$ cat config.mk
export PLATFORM = sky130hd
export DESIGN_NAME = alu_ctrl_seq
export DESIGN_NICKNAME = d
export VERILOG_FILES = /design/src/rtl/alu_pkg.sv /design/src/rtl/alu_sel_decode.sv /design/src/rtl/alu_ctrl_seq.sv
export SDC_FILE = /design/constraint.sdc
export NUM_CORES = 1
export LEC_CHECK = 0
export CORE_MARGIN = 1.5
export CORE_UTILIZATION = 40
export CTS_BUF_LIST = sky130_fd_sc_hd__clkbuf_8
export CTS_CLUSTER_SIZE = 25
export DETAILED_ROUTE_END_ITERATION = 8
export DONT_BUFFER_PORTS = 1
export SETUP_SLACK_MARGIN = 0.02
export SYNTH_ARGS = -nofsm -noshare
export SYNTH_HDL_FRONTEND = slang
export SYNTH_SLANG_ARGS = --single-unit
$ cat constraint.sdc
create_clock -name clk -period 2.1 [get_ports clk]
set_clock_uncertainty 0.1 [all_clocks]
set_input_delay 0.105 -clock clk [delete_from_list [all_inputs] [get_ports clk]]
set_output_delay 0.105 -clock clk [all_outputs]
set_load 0.02 [all_outputs]
$ cat src/rtl/alu_pkg.sv
// ============================================================================
// Module      : alu_pkg
// Description : ALU select codes, alu_op constants and FSM/latency enums.
// Revision    : 1.0  initial release
// ============================================================================
`default_nettype none

package alu_pkg;

  localparam logic [4:0] SEL_AND  = 5'b00000;
  localparam logic [4:0] SEL_OR   = 5'b00001;
  localparam logic [4:0] SEL_ADD  = 5'b00010;
  localparam logic [4:0] SEL_XOR  = 5'b00011;
  localparam logic [4:0] SEL_SLL  = 5'b00100;
  localparam logic [4:0] SEL_SRL  = 5'b00101;
  localparam logic [4:0] SEL_SUB  = 5'b00110;
  localparam logic [4:0] SEL_SRA  = 5'b00111;
  localparam logic [4:0] SEL_SLT  = 5'b01000;
  localparam logic [4:0] SEL_SLTU = 5'b01001;

  localparam logic [1:0] ALU_ADD = 2'd0;
  localparam logic [1:0] ALU_SUB = 2'd1;
  localparam logic [1:0] ALU_R   = 2'd2;
  localparam logic [1:0] ALU_I   = 2'd3;

  localparam logic [6:0] F7_BASE   = 7'h00;
  localparam logic [6:0] F7_ALT    = 7'h20;
  localparam logic [6:0] F7_MULDIV = 7'h01;

  typedef enum logic [1:0] {
    LAT_ONE = 2'd0,
    LAT_MUL = 2'd1,
    LAT_DIV = 2'd2
  } lat_sel_e;

  typedef enum logic [1:0] {
    ST_IDLE  = 2'd0,
    ST_COUNT = 2'd1,
    ST_DONE  = 2'd2
  } state_e;

  // Base funct3 operation, shared by R-type (func7=0) and I-type decode.
  function automatic logic [4:0] f3_sel(input logic [2:0] f3);
    logic [4:0] s;
    case (f3)
      3'd0:    s = SEL_ADD;
      3'd1:    s = SEL_SLL;
      3'd2:    s = SEL_SLT;
      3'd3:    s = SEL_SLTU;
      3'd4:    s = SEL_XOR;
      3'd5:    s = SEL_SRL;
      3'd6:    s = SEL_OR;
      default: s = SEL_AND;
    endcase
    return s;
  endfunction

endpackage

`default_nettype wire

$ cat src/rtl/alu_sel_decode.sv
// ============================================================================
// Module      : alu_sel_decode
// Description : Combinational alu_op/func3/func7 to ALU/MDU select decode.
// Revision    : 1.0  initial release
// ============================================================================
`default_nettype none

module alu_sel_decode
  import alu_pkg::*;
#(
  parameter int SEL_W    = 5,
  parameter bit ENABLE_M = 1'b1
) (
  input  logic [1:0]       alu_op,
  input  logic [2:0]       func3,
  input  logic [6:0]       func7,
  output logic [SEL_W-1:0] sel,
  output logic             is_m,
  output lat_sel_e         lat_sel,
  output logic             illegal
);

  logic [4:0] w_code;
  logic       w_ill;
  logic       w_m;
  lat_sel_e   w_lat;

  always_comb begin
    w_code = SEL_ADD;
    w_ill  = 1'b0;
    w_m    = 1'b0;
    w_lat  = LAT_ONE;
    case (alu_op)
      ALU_ADD: w_code = SEL_ADD;
      ALU_SUB: w_code = SEL_SUB;
      ALU_R: begin
        if (func7 == F7_BASE) begin
          w_code = f3_sel(func3);
        end else if (func7 == F7_ALT) begin
          if (func3 == 3'd0)      w_code = SEL_SUB;
          else if (func3 == 3'd5) w_code = SEL_SRA;
          else                    w_ill  = 1'b1;
        end else if (func7 == F7_MULDIV && ENABLE_M) begin
          w_code = {2'b10, func3};
          w_m    = 1'b1;
          w_lat  = func3[2] ? LAT_DIV : LAT_MUL;
        end else begin
          w_ill = 1'b1;
        end
      end
      default: begin
        // I-type: only the shift encodings constrain imm[11:5].
        if (func3 == 3'd1) begin
          if (func7 == F7_BASE) w_code = SEL_SLL;
          else                  w_ill  = 1'b1;
        end else if (func3 == 3'd5) begin
          if (func7 == F7_BASE)     w_code = SEL_SRL;
          else if (func7 == F7_ALT) w_code = SEL_SRA;
          else                      w_ill  = 1'b1;
        end else begin
          w_code = f3_sel(func3);
        end
      end
    endcase
    if (w_ill) begin
      w_code = SEL_ADD;
      w_m    = 1'b0;
      w_lat  = LAT_ONE;
    end
  end

  assign sel     = SEL_W'(w_code);
  assign is_m    = w_m;
  assign lat_sel = w_lat;
  assign illegal = w_ill;

endmodule

`default_nettype wire

$ cat src/rtl/alu_ctrl_seq.sv
// ============================================================================
// Module      : alu_ctrl_seq
// Description : Registered, handshaked ALU control with multi-cycle M sequencing.
// Revision    : 1.0  initial release
// ============================================================================
`default_nettype none

module alu_ctrl_seq
  import alu_pkg::*;
#(
  parameter int SEL_W      = 5,
  parameter bit ENABLE_M   = 1'b1,
  parameter int MUL_CYCLES = 2,
  parameter int DIV_CYCLES = 33
) (
  input  logic             clk,
  input  logic             rst,
  input  logic             flush,
  input  logic             in_valid,
  output logic             in_ready,
  input  logic [1:0]       alu_op,
  input  logic [2:0]       func3,
  input  logic [6:0]       func7,
  output logic             out_valid,
  input  logic             out_ready,
  output logic [SEL_W-1:0] sel,
  output logic             multicycle,
  output logic             busy,
  output logic             illegal
);

  localparam logic [5:0] c_mul_lat = 6'(MUL_CYCLES);
  localparam logic [5:0] c_div_lat = 6'(DIV_CYCLES);

  state_e           r_state;
  state_e           w_state_nxt;
  logic [5:0]       r_cnt;
  logic [5:0]       r_last;
  logic [SEL_W-1:0] r_sel;
  logic             r_mc;
  logic             r_ill;

  logic [SEL_W-1:0] w_dec_sel;
  logic             w_dec_m;
  logic             w_dec_ill;
  lat_sel_e         w_dec_lat;
  logic [5:0]       w_lat;
  logic             w_long;
  logic             w_accept;

  alu_sel_decode #(
    .SEL_W    (SEL_W),
    .ENABLE_M (ENABLE_M)
  ) u_dec (
    .alu_op  (alu_op),
    .func3   (func3),
    .func7   (func7),
    .sel     (w_dec_sel),
    .is_m    (w_dec_m),
    .lat_sel (w_dec_lat),
    .illegal (w_dec_ill)
  );

  assign out_valid  = (r_state == ST_DONE);
  assign busy       = (r_state == ST_COUNT);
  assign in_ready   = !busy && (!out_valid || out_ready);
  assign w_accept   = in_valid && in_ready && !flush;
  assign sel        = r_sel;
  assign multicycle = r_mc;
  assign illegal    = r_ill;

  always_comb begin
    w_lat = 6'd1;
    case (w_dec_lat)
      LAT_MUL: w_lat = c_mul_lat;
      LAT_DIV: w_lat = c_div_lat;
      default: w_lat = 6'd1;
    endcase
  end

  assign w_long = (w_lat > 6'd1);

  always_comb begin
    w_state_nxt = r_state;
    if (flush) begin
      w_state_nxt = ST_IDLE;
    end else begin
      case (r_state)
        ST_IDLE: begin
          if (w_accept) w_state_nxt = w_long ? ST_COUNT : ST_DONE;
        end
        ST_COUNT: begin
          if (r_cnt == r_last) w_state_nxt = ST_DONE;
        end
        ST_DONE: begin
          if (w_accept)       w_state_nxt = w_long ? ST_COUNT : ST_DONE;
          else if (out_ready) w_state_nxt = ST_IDLE;
        end
        default: w_state_nxt = ST_IDLE;
      endcase
    end
  end

  always_ff @(posedge clk or posedge rst) begin
    if (rst) r_state <= ST_IDLE;
    else     r_state <= w_state_nxt;
  end

  // r_last is L-2: the count seen in the final busy cycle, so DONE lands at edge N+L-1.
  always_ff @(posedge clk or posedge rst) begin
    if (rst) begin
      r_cnt  <= 6'd0;
      r_last <= 6'd0;
    end else if (flush) begin
      r_cnt  <= 6'd0;
    end else if (w_accept) begin
      r_cnt  <= 6'd0;
      r_last <= w_lat - 6'd2;
    end else if (busy && r_cnt != 6'd63) begin
      r_cnt  <= r_cnt + 6'd1;
    end
  end

  always_ff @(posedge clk or posedge rst) begin
    if (rst) begin
      r_sel <= '0;
      r_mc  <= 1'b0;
      r_ill <= 1'b0;
    end else if (w_accept) begin
      r_sel <= w_dec_sel;
      r_mc  <= w_dec_m;
      r_ill <= w_dec_ill;
    end
  end

endmodule

`default_nettype wire

==> results of run 1 <==
[worst min-delay path by stage]
stage	depth (start not counted)	endpoint	slack (ns)
detailed placement	1	sel[4]$_DFFE_PP0P_	0.02
finish	2	sel[3]$_DFFE_PP0P_	0.04
floorplan	1	illegal$_DFFE_PP0P_	-0.07
global placement	1	sel[4]$_DFFE_PP0P_	0.02
CTS	2	sel[3]$_DFFE_PP0P_	0.03
global route	2	sel[3]$_DFFE_PP0P_	0.05
[routing by layer]
metal,global-route usage [%],up-vias
li1,-,432
met1,20.9,409
met2,29.6,28
met3,2.73,2
met4,8.75,0
met5,0,-
[what timing repair did]
| action | CTS | global route |
|---|---|---|
| hold endpoints to repair | 23 | 0 |
| endpoints found under the setup margin | 0 | 1 |
| hold buffers | 5 | 0 |
| gates resized for setup | 0 | 1 |
[cell usage in the layout (no fill, tap or decap), drive strengths merged, types with 3 or more instances in the layout]
master       instances
a21oi                3
a22o                 4
clkbuf               3
dfrtp               17
dlygate4sd3          5
inv                  6
mux2i                3
nand2                9
nand2b               3
nand4                4
nor2                21
nor2b                3
o21ai                5
xor2                 5
[state kept, by name, summed over array words and instances, names as in the netlist]
name and flops:
r_cnt 6, illegal 1, multicycle 1, r_last 2, r_state 2, sel 5
[power by group through the flow]
stage / Combinational, uW / Clock (uW) / Sequential (uW)
detailed placement: 83.9 / 0 / 372
CTS: 92.8 / 245 / 366
finish: 91.6 / 235 / 366
global placement: 82.4 / 0 / 372
floorplan: 76.1 / 0 / 368
global route: 106 / 255 / 367
[cell families after synthesis]
logic type / Yosys count / share of synthesized area [%]
buf+inv: 8 / 3.84
xor+xnor: 7 / 5.70
mux: 3 / 2.79
flops: 17 / 39.5
fa+ha+maj: 2 / 2.33
simple gates: 51 / 25.2
compound gates: 27 / 20.6
[Yosys cell counts, types with 3 or more instances]
cell type	number
nand2_1	9
a22o_1	4
dfrtp_1	17
mux2i_1	3
nor2b_1	3
inv_1	5
nand2b_1	3
o21ai_0	4
nor2_1	20
nand4_1	4
xor2_1	5
[cell type report]
class / count / area share [%]
multi-input combinational: 90 / 50.9
sequential: 17 / 35.3
timing repair buffer: 7 / 5.39
clock buffer: 3 / 3.42
tap: 30 / 3.11
inverter: 5 / 1.56
clock inverter: 1 / 0.311
[worst max-delay path, cell delays in order]
cell and delay [ns]:
or4_4 0.56, nor3_2 0.18, and3_1 0.22, nor2b_1 0.15, ha_1 0.26, a21boi_0 0.21
o22a_1 0.16, nor2_1 0.03
[stage by stage]
stage	utilization (%)	cells	TNS (ns)	area [um^2]
after floorplan	-	115	0	1080
after global placement	43.8	144	-0.0442	1110
after detailed placement	43.8	144	-0.107	1110
after CTS	47.6	153	0	1200
after global routing	47.8	153	0	1210
final	47.8	153	0	1210
==> results.ini, run 1 <==
[pwr]
power_frac_seq_pct = 52.8
p_leak_uw = 0.000540
ir_worst_vdd_mv = 0.278
switching_share_pct = 25.9
switchingPower_uw = 179
pwr-share-comb_pct = 13.2
power.density_nw_per_um2 = 574
intPower_uw = 513
power_frac_clock_pct = 34.0
total_power_uw = 692

[cts]
htreeDepth = 1
clkSinkCount = 17
clk_pin_slew_ns = 0.06
cts_root_buf = clkbuf_8
cts_inserted_buffers = 3
cts_max_path_buffers = 2
clk_latency_ns = 0.25
cts_tree = built
post_cts_buffers = 0

[critical_path]
crit_type = in2reg
reg2reg_to = sel[3]$_DFFE_PP0P_
r2r_cells = 5
endpoint = r_state[1]$_DFFE_PP0P_
required_ns = 2.14
worstPathArrival_ns = 1.89
reg2reg_from = r_state[0]$_DFFE_PP0P_
cp_max_fo = 3
cp-startpoint = func7[4]
start_kind = input pin
rrSetupSlack_ns = 0.28
cp-end-kind = flop

[layout]
antennaDiodeCount = 0
drive_above_1_share_pct = 10.6
fillCellCount = 249
area_growth_syn_to_layout_pct = 12.1
nNetsFinal = 143
multiInputGateArea_um2 = 614
regArea_um2 = 425

[sta]
fin_crit_sh_pct = 88.2
tightest_slew_ns = 0.654
fin_hold_ws_ns = 0.0351
hold_viol = 0
period_needed_ns = 1.85
finalSetupViolations = 0
finalMaxSlewViolations = 0
slew_headroom_pct = 56.4
rsz0062_at_grt = no
max_freq_mhz = 540
worst_slack_ns = 0.249

[drt]
top_layer = met4
wirelength_um = 2120
first_pass_iters = 4
wl_met1_um = 972
ant_nets = 0
route.met2.wl_um = 991
wire_per_inst_um = 13.9
wl_met3_um = 131
vias = 871
drtIter0Drc = 12
route.detailed.drc = 0
viasPerCell = 5.69

[synthesis]
ys_warn_count = 0
ys.flop_type = dfrtp_1
ys_ff_latch = 17
synth_edf_count = 0
syn_inst = 115
synth_top_cell_by_area = dfrtp_1
syn-num-nets = 134
async_flop_share_pct = 100
synth_area_leaders = dfrtp_1 40%, nor2_1 7.0%, xor2_1 4.1%
ys_seq_area_share_pct = 39.5
syn_avg_cell_area_um2 = 9.36
synth.distinct_cells = 40
syn_area_um2 = 1080
synth_top_area_share_pct = 39.5

[die]
coreArea_um2 = 2520
initial_core_util_pct = 42.7
placement_rows = 18
io_pins = 27
dieArea_um2 = 3010
die_h_um = 54.9
die_x_um = 54.9

[grt]
overflow = 0
antenna_found_initial = 0
grt_pass1_wl_um = 3760
grtUsageTotal_pct = 17.4
grt_pass1_vias = 879
grt_max_degree = 18

[worst_hold_path]
hold_path_class = in2reg
min-delay-start = alu_op[0]

[placed_design]
portBuffers = 0
finalWeightedCongestion = 0.704
post-place-ws_ns = -0.107
place_hpwl_um = 1630

[status]
status = complete, no violations

[job]
maxCapViolations = 0

(Power assumes the default switching activity.)
==> inputs of run 2 (changes only) <==
==> constraint.sdc (replaced) <==
create_clock -name clk -period 2.1 [get_ports clk]
set_clock_uncertainty 0.1 [all_clocks]
set_input_delay 0.105 -clock clk [delete_from_list [all_inputs] [get_ports clk]]
set_output_delay 0.105 -clock clk [all_outputs]
set_load 0.1 [all_outputs]
==> run 2 against run 1 <==
  * Highest routed layer unchanged
  * Count of clock-buffer cells in the layout did not move
  * Core utilization is 4.0 points higher
  * Hold slack lost 0.022 ns
  * Final area up 8.4%
  * First-iteration DRC count fell by 50%
  * Sequential cell count is the same
==> results.ini, run 2 (synthesis gave the netlist of run 1 again) <==
[placed_design]
portBuffers = 0  ; unchanged
placed_area_um2 = 1200  ; +8.8%
finalWeightedCongestion = 0.717  ; +1.8%
place_hpwl_um = 1680  ; +2.7%

[grt]
grt_max_degree = 18  ; unchanged
grtUsageTotal_pct = 16.3  ; -1.1 points
overflow = 0  ; unchanged
grt_pass1_wl_um = 3460  ; -7.9%
antenna_found_initial = 0  ; unchanged
grt_pass1_vias = 840  ; -4.4%

[sta]
rsz0062_at_grt = no
hold_viol = 0  ; unchanged
max_freq_mhz = 542  ; +0.25%
period_needed_ns = 1.85  ; -0.00461 ns
fin_crit_sh_pct = 87.9  ; -0.22 points
slew_headroom_pct = 57.9  ; +1.5 points
tightest_slew_ns = 0.631  ; -0.0223 ns
finalMaxSlewViolations = 0  ; unchanged
tns_ns = 0  ; unchanged
finalSetupViolations = 0  ; unchanged

[drt]
vias = 895  ; +2.8%
wirelength_um = 2140  ; +0.61%
ant_nets = 0  ; unchanged
viasPerCell = 5.49  ; -3.5%
first_pass_iters = 3  ; -1
wire_per_inst_um = 13.1  ; -5.6%
route.detailed.drc = 0  ; unchanged
drtIter0Drc = 6  ; -6

[die]
io_pins = 27  ; unchanged
die_h_um = 54.9  ; unchanged
coreArea_um2 = 2520  ; unchanged
initial_core_util_pct = 42.7  ; unchanged
placement_rows = 18  ; unchanged
die_x_um = 54.9  ; unchanged
dieArea_um2 = 3010  ; unchanged

[layout]
mostFrequentLayoutCells = 19 x nor2_1, 17 x dfrtp_1, 11 x buf_4, 9 x nand2_1
largest_register_ffs = 6  ; unchanged
regArea_um2 = 425  ; unchanged
max_flop_register = r_cnt
final_area_um2 = 1310  ; +8.4%
fillCellCount = 247  ; -0.80%
antennaDiodeCount = 0  ; unchanged
drive_above_1_share_pct = 19.5  ; +9.0 points
layout_commonest_cell = nor2_1
area_growth_syn_to_layout_pct = 21.5
nNetsFinal = 153  ; +7.0%
multiInputGateArea_um2 = 624  ; +1.6%

[pwr]
power_frac_clock_pct = 31.0  ; -3.0 points
pwr-share-comb_pct = 24.3  ; +11 points
ir_worst_vdd_mv = 0.285  ; +2.7%
p_leak_uw = 0.000595  ; +10%
intPower_uw = 534  ; +4.1%
power_frac_seq_pct = 44.6  ; -8.2 points
power.density_nw_per_um2 = 603  ; +5.0%
switchingPower_uw = 254  ; +42%
switching_share_pct = 32.2  ; +6.3 points

[status]
status = complete, no violations

[worst_hold_path]
min-delay-start = alu_op[1]
hold_path_class = in2reg

[cts]
clkSinkCount = 17  ; unchanged
cts_root_buf = clkbuf_8
cts_max_path_buffers = 2  ; unchanged
cts_inserted_buffers = 3  ; unchanged
clk_latency_ns = 0.25  ; about the same
cts_tree = built
htreeDepth = 1  ; unchanged
clk_pin_slew_ns = 0.07  ; about the same

[critical_path]
critPathTopFamily = simple AND/OR/NAND/NOR gates
crit_slowest_cell = or4_4
start_kind = input pin
worstPathArrival_ns = 1.89  ; about the same
cp_max_fo = 3  ; unchanged
rrSetupSlack_ns = 0.27  ; about the same
required_ns = 2.14  ; about the same
reg2reg_from = r_state[0]$_DFFE_PP0P_
crit_chain = or4_4 -> nor3_2 -> and3_1 -> nor2b_1 -> ha_1 -> a21boi_0 -> o22a_1 -> nor2_1
crit_type = in2reg
path_buf_inv = 0  ; unchanged
cp-startpoint = func7[4]
cp-end-kind = flop
cp_slowest_stage_delay_ns = 0.56  ; about the same

[job]
maxCapViolations = 0  ; unchanged

==> run 2: cell count changes in the layout (fill, tap and decap cells not counted) <==
cell / delta
inv_1: -1
nor2_4: +1
nor2b_2: +1
nor2_1: -1
buf_4: +9
clkinvlp_4: +1
buf_12: +1
nor2b_1: -1
==> run 2: final timing paths <==
| check | end | cells after the start |
|---|---|---|
| worst min register to register | r_last[5]$_DFFE_PP0P_ | 2 |
| worst min-delay path | sel[2]$_DFFE_PP0P_ | 3 |
| worst max-delay path | r_state[1]$_DFFE_PP0P_ | 8 |
| worst max register to register | sel[3]$_DFFE_PP0P_ | 5 |
| max in group asynchronous | sel[1]$_DFFE_PP0P_ | 2 |
| min in group asynchronous | multicycle$_DFFE_PP0P_ | 2 |
==> run 2: per-stage QoR <==
| stage | power [uW] | std cells | worst slack [ns] | utilization (%) | hold WS, ns |
|---|---|---|---|---|---|
| after detailed placement | 543 | 154 | -0.110 | 47.7 | 0.0159 |
| after CTS | 803 | 163 | 0.142 | 51.6 | 0.0113 |
| after global placement | 541 | 154 | -0.0396 | 47.7 | 0.0167 |
| final | 788 | 163 | 0.253 | 51.8 | 0.0128 |
| after global routing | 827 | 163 | 0.120 | 51.8 | 0.0284 |
| after floorplan | 511 | 115 | 0.0289 | - | -0.0689 |
==> run 2: area by class of cell <==
type / count / share of cell area, %
clock buffer: 3 / 3.16
clock inverter: 1 / 0.574
inverter: 5 / 1.44
multi-input combinational: 90 / 47.8
sequential: 17 / 32.5
tap: 30 / 2.87
timing repair buffer: 17 / 11.7
==> run 2: metal layers <==
metal,track usage (%),wire length (um)
met5,0,0
met4,8.75,40
met3,2.73,113
met2,27.2,999
met1,19.7,982
==> run 2: power groups by stage <==
stage	combinational, uW	sequential [uW]	clock, uW
2_1_floorplan	90.9	421	0
3_3_place_gp	184	357	0
3_5_place_dp	186	358	0
4_1_cts	194	352	257
5_1_grt	206	354	267
6_report	192	352	244
==> run 2: repair_timing <==
action / 4_1_cts / 5_1_grt
gates resized for setup: 0 / 1
buffers inserted: 0 / 0
hold buffers: 5 / 0
endpoints found under the hold margin: 23 / 0
endpoints found under the setup margin: 0 / 1
==> run 2: tightest hold or removal path: stages <==
cell,delay (ns)
o2111ai_1,0.05
o31a_1,0.11
o21ai_0,0.06
